File: src/rtl/mem_lock_arbiter_pkg.sv
// Shared types, widths and helpers for the data-memory lock arbiter.
package mem_lock_arbiter_pkg;

  // Data-memory word address and data widths.
  localparam int unsigned MEM_ADDR_W = 30;
  localparam int unsigned MEM_DATA_W = 32;

  // Widest issue_id the age helper handles. Narrower ids are zero-extended.
  localparam int unsigned MAX_ID_W = 16;

  // Wrap-aware age of an issue_id relative to the oldest in-flight id:
  // (id - oldest) mod 2^id_w, treated as unsigned. Smaller means older.
  function automatic logic [MAX_ID_W-1:0] age_of(logic [MAX_ID_W-1:0] id,
                                                 logic [MAX_ID_W-1:0] oldest,
                                                 int unsigned         id_w);
    logic [MAX_ID_W-1:0] mask;
    // When id_w == MAX_ID_W the shift gives 0 and the mask becomes all ones.
    mask = (MAX_ID_W'(1) << id_w) - MAX_ID_W'(1);
    return (id - oldest) & mask;
  endfunction

  // Bit offset of slot idx inside a flat per-SIC array of width-bit entries.
  function automatic int unsigned slot_lsb(int unsigned idx, int unsigned width);
    return idx * width;
  endfunction

  // Index width for n slots; at least one bit so single-SIC builds stay legal.
  function automatic int unsigned idx_width(int unsigned n);
    return (n > 1) ? $clog2(n) : 1;
  endfunction

endpackage

File: src/rtl/mem_age_picker.sv
// Combinational oldest-eligible selector: among eligible slots returns the one
// with the smallest wrap-aware age; ties go to the lower slot index.
module mem_age_picker
  import mem_lock_arbiter_pkg::*;
#(
  parameter int unsigned NumSic  = 4,
  parameter int unsigned IdWidth = 6,
  localparam int unsigned IdxW   = idx_width(NumSic)
) (
  input  logic [NumSic-1:0]         eligible_i,
  input  logic [NumSic*IdWidth-1:0] issue_id_i,
  input  logic [IdWidth-1:0]        oldest_id_i,
  output logic                      found_o,
  output logic [IdxW-1:0]           idx_o
);

  logic [IdWidth-1:0] best_age;
  logic [IdWidth-1:0] cur_age;

  // Linear scan in ascending index; strict less-than keeps the lower index on ties.
  always_comb begin
    found_o  = 1'b0;
    idx_o    = '0;
    best_age = '0;
    cur_age  = '0;
    for (int unsigned i = 0; i < NumSic; i++) begin
      cur_age = IdWidth'(age_of(MAX_ID_W'(issue_id_i[slot_lsb(i, IdWidth) +: IdWidth]),
                                MAX_ID_W'(oldest_id_i), IdWidth));
      if (eligible_i[i] && (!found_o || (cur_age < best_age))) begin
        found_o  = 1'b1;
        idx_o    = IdxW'(i);
        best_age = cur_age;
      end
    end
  end

endmodule

File: src/rtl/mem_lock_arbiter.sv
// Data-memory lock arbiter: grants the single data-memory port to the oldest
// requesting SIC (program order), holds ownership until release/abort/flush,
// and muxes the owner's word access onto the memory port.
module mem_lock_arbiter
  import mem_lock_arbiter_pkg::*;
#(
  parameter int unsigned NUM_SIC  = 4,
  parameter int unsigned ID_WIDTH = 6
) (
  input  logic                           clk,
  input  logic                           rst_n,
  input  logic                           flush_i,
  input  logic [ID_WIDTH-1:0]            oldest_id_i,
  input  logic [NUM_SIC-1:0]             sic_req_i,
  input  logic [NUM_SIC*ID_WIDTH-1:0]    sic_issue_id_i,
  input  logic [NUM_SIC-1:0]             sic_release_i,
  input  logic [NUM_SIC*MEM_ADDR_W-1:0]  sic_addr_i,
  input  logic [NUM_SIC*MEM_DATA_W-1:0]  sic_wdata_i,
  input  logic [NUM_SIC-1:0]             sic_wen_i,
  output logic [NUM_SIC-1:0]             sic_grant_o,
  output logic [MEM_DATA_W-1:0]          sic_rdata_o,
  output logic [MEM_ADDR_W-1:0]          dmem_addr_o,
  output logic [MEM_DATA_W-1:0]          dmem_wdata_o,
  output logic                           dmem_wen_o,
  input  logic [MEM_DATA_W-1:0]          dmem_rdata_i
);

  localparam int unsigned IdxW = idx_width(NUM_SIC);

  logic            owner_valid_q, owner_valid_d;
  logic [IdxW-1:0] owner_idx_q, owner_idx_d;

  logic [NUM_SIC-1:0] owner_onehot;
  logic [NUM_SIC-1:0] eligible;
  logic               owner_req;
  logic               owner_rel;
  logic               grant_active;
  logic               pick_found;
  logic [IdxW-1:0]    pick_idx;

  // Decode the current owner and exclude it from the next arbitration round.
  always_comb begin
    owner_onehot = '0;
    owner_req    = 1'b0;
    owner_rel    = 1'b0;
    if (owner_valid_q) begin
      owner_onehot[owner_idx_q] = 1'b1;
      owner_req                 = sic_req_i[owner_idx_q];
      owner_rel                 = sic_release_i[owner_idx_q];
    end
    eligible     = sic_req_i & ~owner_onehot;
    grant_active = owner_valid_q & owner_req & ~flush_i;
    sic_grant_o  = owner_onehot & {NUM_SIC{grant_active}};
  end

  mem_age_picker #(
    .NumSic  (NUM_SIC),
    .IdWidth (ID_WIDTH)
  ) u_picker (
    .eligible_i  (eligible),
    .issue_id_i  (sic_issue_id_i),
    .oldest_id_i (oldest_id_i),
    .found_o     (pick_found),
    .idx_o       (pick_idx)
  );

  // Route the granted owner's access to the memory port; idle port is all zero.
  always_comb begin
    dmem_addr_o  = '0;
    dmem_wdata_o = '0;
    dmem_wen_o   = 1'b0;
    if (grant_active) begin
      dmem_addr_o  = sic_addr_i[slot_lsb(32'(owner_idx_q), MEM_ADDR_W) +: MEM_ADDR_W];
      dmem_wdata_o = sic_wdata_i[slot_lsb(32'(owner_idx_q), MEM_DATA_W) +: MEM_DATA_W];
      dmem_wen_o   = sic_wen_i[owner_idx_q];
    end
    sic_rdata_o = dmem_rdata_i;
  end

  // Ownership next-state: flush, then acquire, then release/abort reselect, else hold.
  always_comb begin
    owner_valid_d = owner_valid_q;
    owner_idx_d   = owner_idx_q;
    if (flush_i) begin
      owner_valid_d = 1'b0;
    end else if (!owner_valid_q) begin
      if (pick_found) begin
        owner_valid_d = 1'b1;
        owner_idx_d   = pick_idx;
      end
    end else if ((grant_active && owner_rel) || !owner_req) begin
      // Picker already excludes the outgoing owner, so a single-SIC build
      // naturally idles one cycle before slot 0 can be granted again.
      owner_valid_d = pick_found;
      if (pick_found) begin
        owner_idx_d = pick_idx;
      end
    end
    if (NUM_SIC == 1) begin
      owner_idx_d = '0;
    end
  end

  // Ownership state registers.
  always_ff @(posedge clk or negedge rst_n) begin
    if (!rst_n) begin
      owner_valid_q <= 1'b0;
      owner_idx_q   <= '0;
    end else begin
      owner_valid_q <= owner_valid_d;
      owner_idx_q   <= owner_idx_d;
    end
  end

  // Structural invariants of the grant and memory port.
  always_ff @(posedge clk) begin
    if (rst_n) begin
      assert ($onehot0(sic_grant_o))
        else $error("grant not one-hot: %b", sic_grant_o);
      assert (!dmem_wen_o || (sic_grant_o != '0))
        else $error("memory write without a grant");
    end
  end

endmodule

File: config.mk
export PLATFORM = sky130hd
export DESIGN_NAME = mem_lock_arbiter
export DESIGN_NICKNAME = d
export VERILOG_FILES = /design/src/rtl/mem_lock_arbiter_pkg.sv /design/src/rtl/mem_age_picker.sv /design/src/rtl/mem_lock_arbiter.sv
export SDC_FILE = /design/constraint.sdc
export NUM_CORES = 1
export LEC_CHECK = 0
export CAP_MARGIN = 20
export CORE_AREA = 2 2 163 165
export CTS_BUF_LIST = sky130_fd_sc_hd__clkbuf_16
export CTS_CLUSTER_SIZE = 10
export DETAILED_ROUTE_END_ITERATION = 7
export DIE_AREA = 0 0 165 167
export SLEW_MARGIN = 10
export SYNTH_ARGS = -nofsm -noshare
export SYNTH_HDL_FRONTEND = slang
export SYNTH_HIERARCHICAL = 1
export SYNTH_SLANG_ARGS = --single-unit
File: constraint.sdc
create_clock -name clk -period 13.4 [get_ports clk]
set_clock_uncertainty 0.1 [all_clocks]
set_input_delay 2.68 -clock clk [delete_from_list [all_inputs] [get_ports clk]]
set_output_delay 2.68 -clock clk [all_outputs]
set_load 0.01 [all_outputs]
Word level (Yosys, flattened, before mapping)
Index checks and enable logic that the tools add are counted.
{"block": "op_classes", "multipliers": 1, "mux": 31, "bitwise": 6, "reduce_logical": 14, "eq_ne": 1, "shifts": 2, "addsub": 4, "n_lt_le_gt_ge": 5}
{"operator": "$shiftx 128x8->32", "count": 1}
{"operator": "$shiftx 120x8->30", "count": 1}
{"operator": "$mux 32", "count": 1}
{"operator": "$mux 30", "count": 1}
{"operator": "$sub 6x6->6", "count": 4}
{"operator": "$lt 6x6->1", "count": 3}
{"operator": "$mux 6", "count": 3}
{"operator": "$mux 1", "count": 16}
{"operator": "$mux 2", "count": 5}
{"operator": "$and 4x4->4", "count": 2}
{"operator": "$bmux 1 s2", "count": 3}
{"operator": "$mul 2x4->6 const B", "count": 1}
{"operator": "$logic_and 1x1->1", "count": 5}
{"operator": "$logic_not 1->1", "count": 4}
{"operator": "$logic_or 1x1->1", "count": 4}
{"operator": "$mux 4", "count": 1}
{"operator": "$not 4->4", "count": 1}
{"operator": "$lt 2x3->1 const B", "count": 1}
{"operator": "$and 1x1->1", "count": 2}
{"operator": "$demux 1 s2", "count": 1}
{"operator": "$ge 2x1->1 const B", "count": 1}
{"operator": "$ne 2x1->1 const B", "count": 1}
{"operator": "$reduce_and 2->1", "count": 1}
{"operator": "$not 1->1", "count": 1}
{"block": "word_totals", "inputBits": 325, "ff_bits": 3, "out_inout_bits": 99, "word_cells": 66}

Longest topological paths before layout
{"block": "logic_depth", "word_depth": 23, "ltp_mapped": 29, "ltp_nobuf": 29}

Cells and area by module
Netlist, hierarchy kept.
{"module": "mem_lock_arbiter", "n_inst": 1, "seq_area_each_um2": 75.1, "area_each_um2": 2463.6, "cells_per_inst": 209}
{"module": "mem_age_picker", "n_inst": 1, "seq_area_each_um2": 0.0, "area_each_um2": 1531.5, "cells_per_inst": 195}

Worst setup path after synthesis
No wires, ideal clock.
{"block": "synth_timing", "path_kind": "input to register", "from": "in oldest_id_i[1]", "to": "reg owner_idx_q[0]", "cell_stages": 26, "t_arrival_ps": 8121, "setup_time_ps": 65, "slack_ps": 5114, "n_path_buf": 0, "required_ps": 13235, "path_cell_list": "inv_1 > ha_1 > nor2b_1 > o31a_1 > a31o_2 > or2_2 > ha_1 > nand3_1 > o21ai_0 > a21oi_2 > a22o_1 > inv_1 > ha_1 > a211oi_1 > o211a_1 > a21boi_0 > a31oi_4 > mux2i_1 > ha_1 > a21o_1 > a21oi_1 > a21oi_1 > or4_1 > a311o_2 > o211ai_1 > mux2_2"}
{"block": "synth_between", "elab_chain_cells": 17, "word_cells_on_any_way": 27, "classes_between": "add/sub (4); order compare (3); mux (12); reduce/logical (8)"}
{"item": "start: declaration", "line": "mem_lock_arbiter.sv:13", "rtl": "input logic [ID_WIDTH-1:0] oldest_id_i,"}
{"item": "$sub 6x6->6", "line": "mem_lock_arbiter_pkg.sv:19", "rtl": "return (id - oldest) & mask;"}
{"item": "$mux 6", "line": "mem_age_picker.sv:29", "rtl": "if (eligible_i[i] && (!found_o || (cur_age < best_age))) begin"}
{"item": "$lt 6x6->1", "line": "mem_age_picker.sv:29"}
{"item": "$logic_or 1x1->1", "line": "mem_age_picker.sv:29"}
{"item": "$logic_and 1x1->1", "line": "mem_age_picker.sv:29"}
{"item": "$mux 6 or $mux 1 (tied branches)", "line": "mem_age_picker.sv:29"}
{"item": "$lt 6x6->1 or $logic_not 1->1 (tied branches)", "line": "mem_age_picker.sv:29"}
{"item": "$logic_or 1x1->1", "line": "mem_age_picker.sv:29"}
{"item": "(+2 left out)"}
{"item": "$lt 6x6->1 or $logic_not 1->1 (tied branches)", "line": "mem_age_picker.sv:29"}
{"item": "$logic_or 1x1->1", "line": "mem_age_picker.sv:29"}
{"item": "$logic_and 1x1->1", "line": "mem_age_picker.sv:29"}
{"item": "$mux 2 *", "line": "mem_age_picker.sv:29"}
{"item": "via pick_idx[0]", "line": "mem_lock_arbiter.sv:39", "rtl": "logic [IdxW-1:0] pick_idx;"}
{"item": "$mux 2 *", "line": "mem_lock_arbiter.sv:87, mem_lock_arbiter.sv:95"}
{"item": "$mux 2", "line": "mem_lock_arbiter.sv:91", "rtl": "end else if ((grant_active && owner_rel) || !owner_req) begin"}
{"item": "$mux 2 *", "line": "mem_lock_arbiter.sv:86", "rtl": "end else if (!owner_valid_q) begin"}
{"item": "end signal: assignment", "line": "mem_lock_arbiter.sv:111", "rtl": "owner_idx_q <= owner_idx_d;"}
{"item": "end: declaration", "line": "mem_lock_arbiter.sv:31", "rtl": "logic [IdxW-1:0] owner_idx_q, owner_idx_d;"}
The timed path passes the listed nets; every way through them passes the cells marked *. The select of a mux whose other input is x is not followed.
A chain may end at the register's enable or synchronous reset.

Worst setup path after layout
Same ends and word-level chain as after synthesis.

==> reports/results.ini <==
[global_route]
grt.overflow.total=0
grt_max_degree=73
grt_first_pass_wirelength_mm=30.8
grt_usage_pct=15.2
antenna_found_initial=10
grt_pass1_vias=4848

[clocking]
clock-sinks=3
cts_setup_buffers=0
cts_max_level=1
clockBufferDepth=2
hold_buffers=0
cts_resized=0
cts_root_buf=clkbuf_16
clkLatencyLatePin_ns=0.22
tritoncts=done
cts_buffers=3
clkTransAtPathRegs_ns=0.03

[logic_synthesis]
synth_area_per_cell_um2=9.89
ys_seq_area_share_pct=1.88
synth_seq_cells=3
synth_warnings=6
syn-instance-count=404
synth.distinct_cells=58
ys.flop_type=dfrtp_1
async_flop_share_pct=100
synth_edf_count=0
syn_area_um2=4000
synth_nets=768

[placed_design]
dpl_worst_slack_ns=3.97
portBuffers=359
gp_congestion=0.865
dp_hpwl_mm=19.4
dpl_cell_area_um2=7640

[critical_path]
arrival_ns=9.30
r2r_slack_ns=6.58
crit_slowest_cell=or4_1
crit_path_max_incr_delay_ns=0.41
path_max_fanout=8
path_delay_family=compound AO/OA/AOI/OAI gates
start_kind=input port
cp_common_cell=ha_1
rr_worst_depth=24
crit_buf_inv=3
crit_type=in2reg
worst_setup_path_end_kind=flip-flop
cp.required_ns=13.45
reg2reg_from=owner_idx_q[0]
crit_start=oldest_id_i[1]
r2r_end=owner_idx_q[0]

[sta]
maxSlewViolCount=0
rsz0062_at_grt=false
max_slew_margin_pct=32.3
hold_violations=0
tns_ns=0
post-route-min-period_ns=9.24
fmax_mhz=108
finalWorstSetupSlack_ns=4.16
worst_hold_slack_ns=0.546
worst_slew_pin_slew_ns=1.02
period_share_pct=69.0
setup_viol=0

[min_path]
hp-class=reg2reg
min_to=owner_valid_q
hold_depth=2
hold_start=owner_valid_q

[floorplanning]
io_pins=424
core_um2=25800
die-area_um2=27600
die_x_um=165
dieHeight_um=167
rows=59
start_util_pct=15.5

[detailed_routing]
first_iter_violations=217
drc=0
antenna_left=0
vias_per_cell=4.32
wire_per_inst_um=20.9
first_pass_iters=4
vias=4540
postRouteWirelength_mm=22.0

[pwr]
ir_worst_vdd_uv=76.0
leakage_nw=2.79
powerDensity_nw_per_um2=101

[final_layout]
layout-drive-gt1-share_pct=12.2
nets=1079
layout_commonest_cell=clkdlybuf4s50_1
fin_util_pct=30.0
syn_to_final_growth_pct=93.4
final_cell_mix=clkdlybuf4s50_1 (359), nor2b_1 (71), mux4_2 (65)
finalInstanceArea_um2=7730

[job]
maxCapViolCount=0

[status]
status=completed

worst reg2reg max path, delay by kind of cell (launching register included):
kind	cells	cell delay (ns)
AOI/OAI and AO/OA	13	3.21
adders and majority gates	3	0.88
buffers and inverters	2	0.25
DFF	1	0.74
muxes	2	0.44
and+or+nand+nor	4	1.14
where the power goes:
part / internal (W) / switching (W) / total, W / leakage, nW
sequential: 0.0000144 / 0.0000233 / 0.0000378 / 0.0335
combinational: 0.000411 / 0.000284 / 0.000695 / 2.71
clock: 0.0000385 / 0.00000799 / 0.0000464 / 0.0423
cells in the mapped netlist, types with 6 or more instances:
cell | instances | area (um2)
mux4_2 | 65 | 1460
a21oi_1 | 14 | 70.1
nor2_1 | 9 | 33.8
o21a_1 | 6 | 45.0
ha_1 | 35 | 438
xor2_1 | 7 | 61.3
buf_6 | 7 | 78.8
buf_2 | 10 | 50.1
inv_1 | 27 | 101
nor2b_1 | 71 | 444
clkbuf_1 | 6 | 22.5
nand2_1 | 14 | 52.6
o21ai_0 | 7 | 35.0
xnor2_1 | 7 | 61.3
a21o_1 | 10 | 75.1
buf_4 | 32 | 240
cell type report:
type                    count  area [um2]
diodes                      2        5.00
clock buffers               3        75.1
clock inverters             1        3.75
fillers                  2701       18000
inverters                  27         101
multi-input cells         318        3420
flip-flops and latches      3        82.6
well taps                 335         419
repair buffers            362        3620
through the flow:
step / cells / total power (W)
finish: 1051 / 0.000779
global route: 1051 / 0.000845
CTS: 1049 / 0.000795
detailed placement: 1045 / 0.000745
global placement: 1045 / 0.000737
floorplan: 404 / 0.000507
per-layer routing:
layer	vias up	part of all wire (%)	track usage, %
met3	24	8.8	3.56
met4	4	1.2	3.02
met2	222	52	28.2
li1	2122	-	-
met5	-	0.12	0
met1	2168	38	17.6
state kept, by name, indices dropped and copies added (netlist names):
| signal | count |
|---|---|
| owner_idx_q | 2 |
| owner_valid_q | 1 |
cell families (layout without fill, tap and decap cells):
group	count (synthesis)	count (layout)	share of synthesized area, %
simple gates	126	126	19.0
mux	73	73	38.8
other cells	0	2	0
flops	3	3	1.88
fa+ha+maj	39	39	13.0
xor+xnor	14	14	3.07
buf+inv	83	393	12.4
compound gates	66	66	11.8
worst max path at each step:
stage                     endpoint  slack [ns]  cells after the start
floorplan           owner_idx_q[0]        5.11                     26
global placement    owner_idx_q[0]        4.24                     27
detailed placement  owner_idx_q[0]        3.97                     27
CTS                 owner_idx_q[0]        4.18                     27
global route        owner_idx_q[0]        3.73                     27
finish              owner_idx_q[0]        4.16                     27
(Power assumes the default switching activity.)
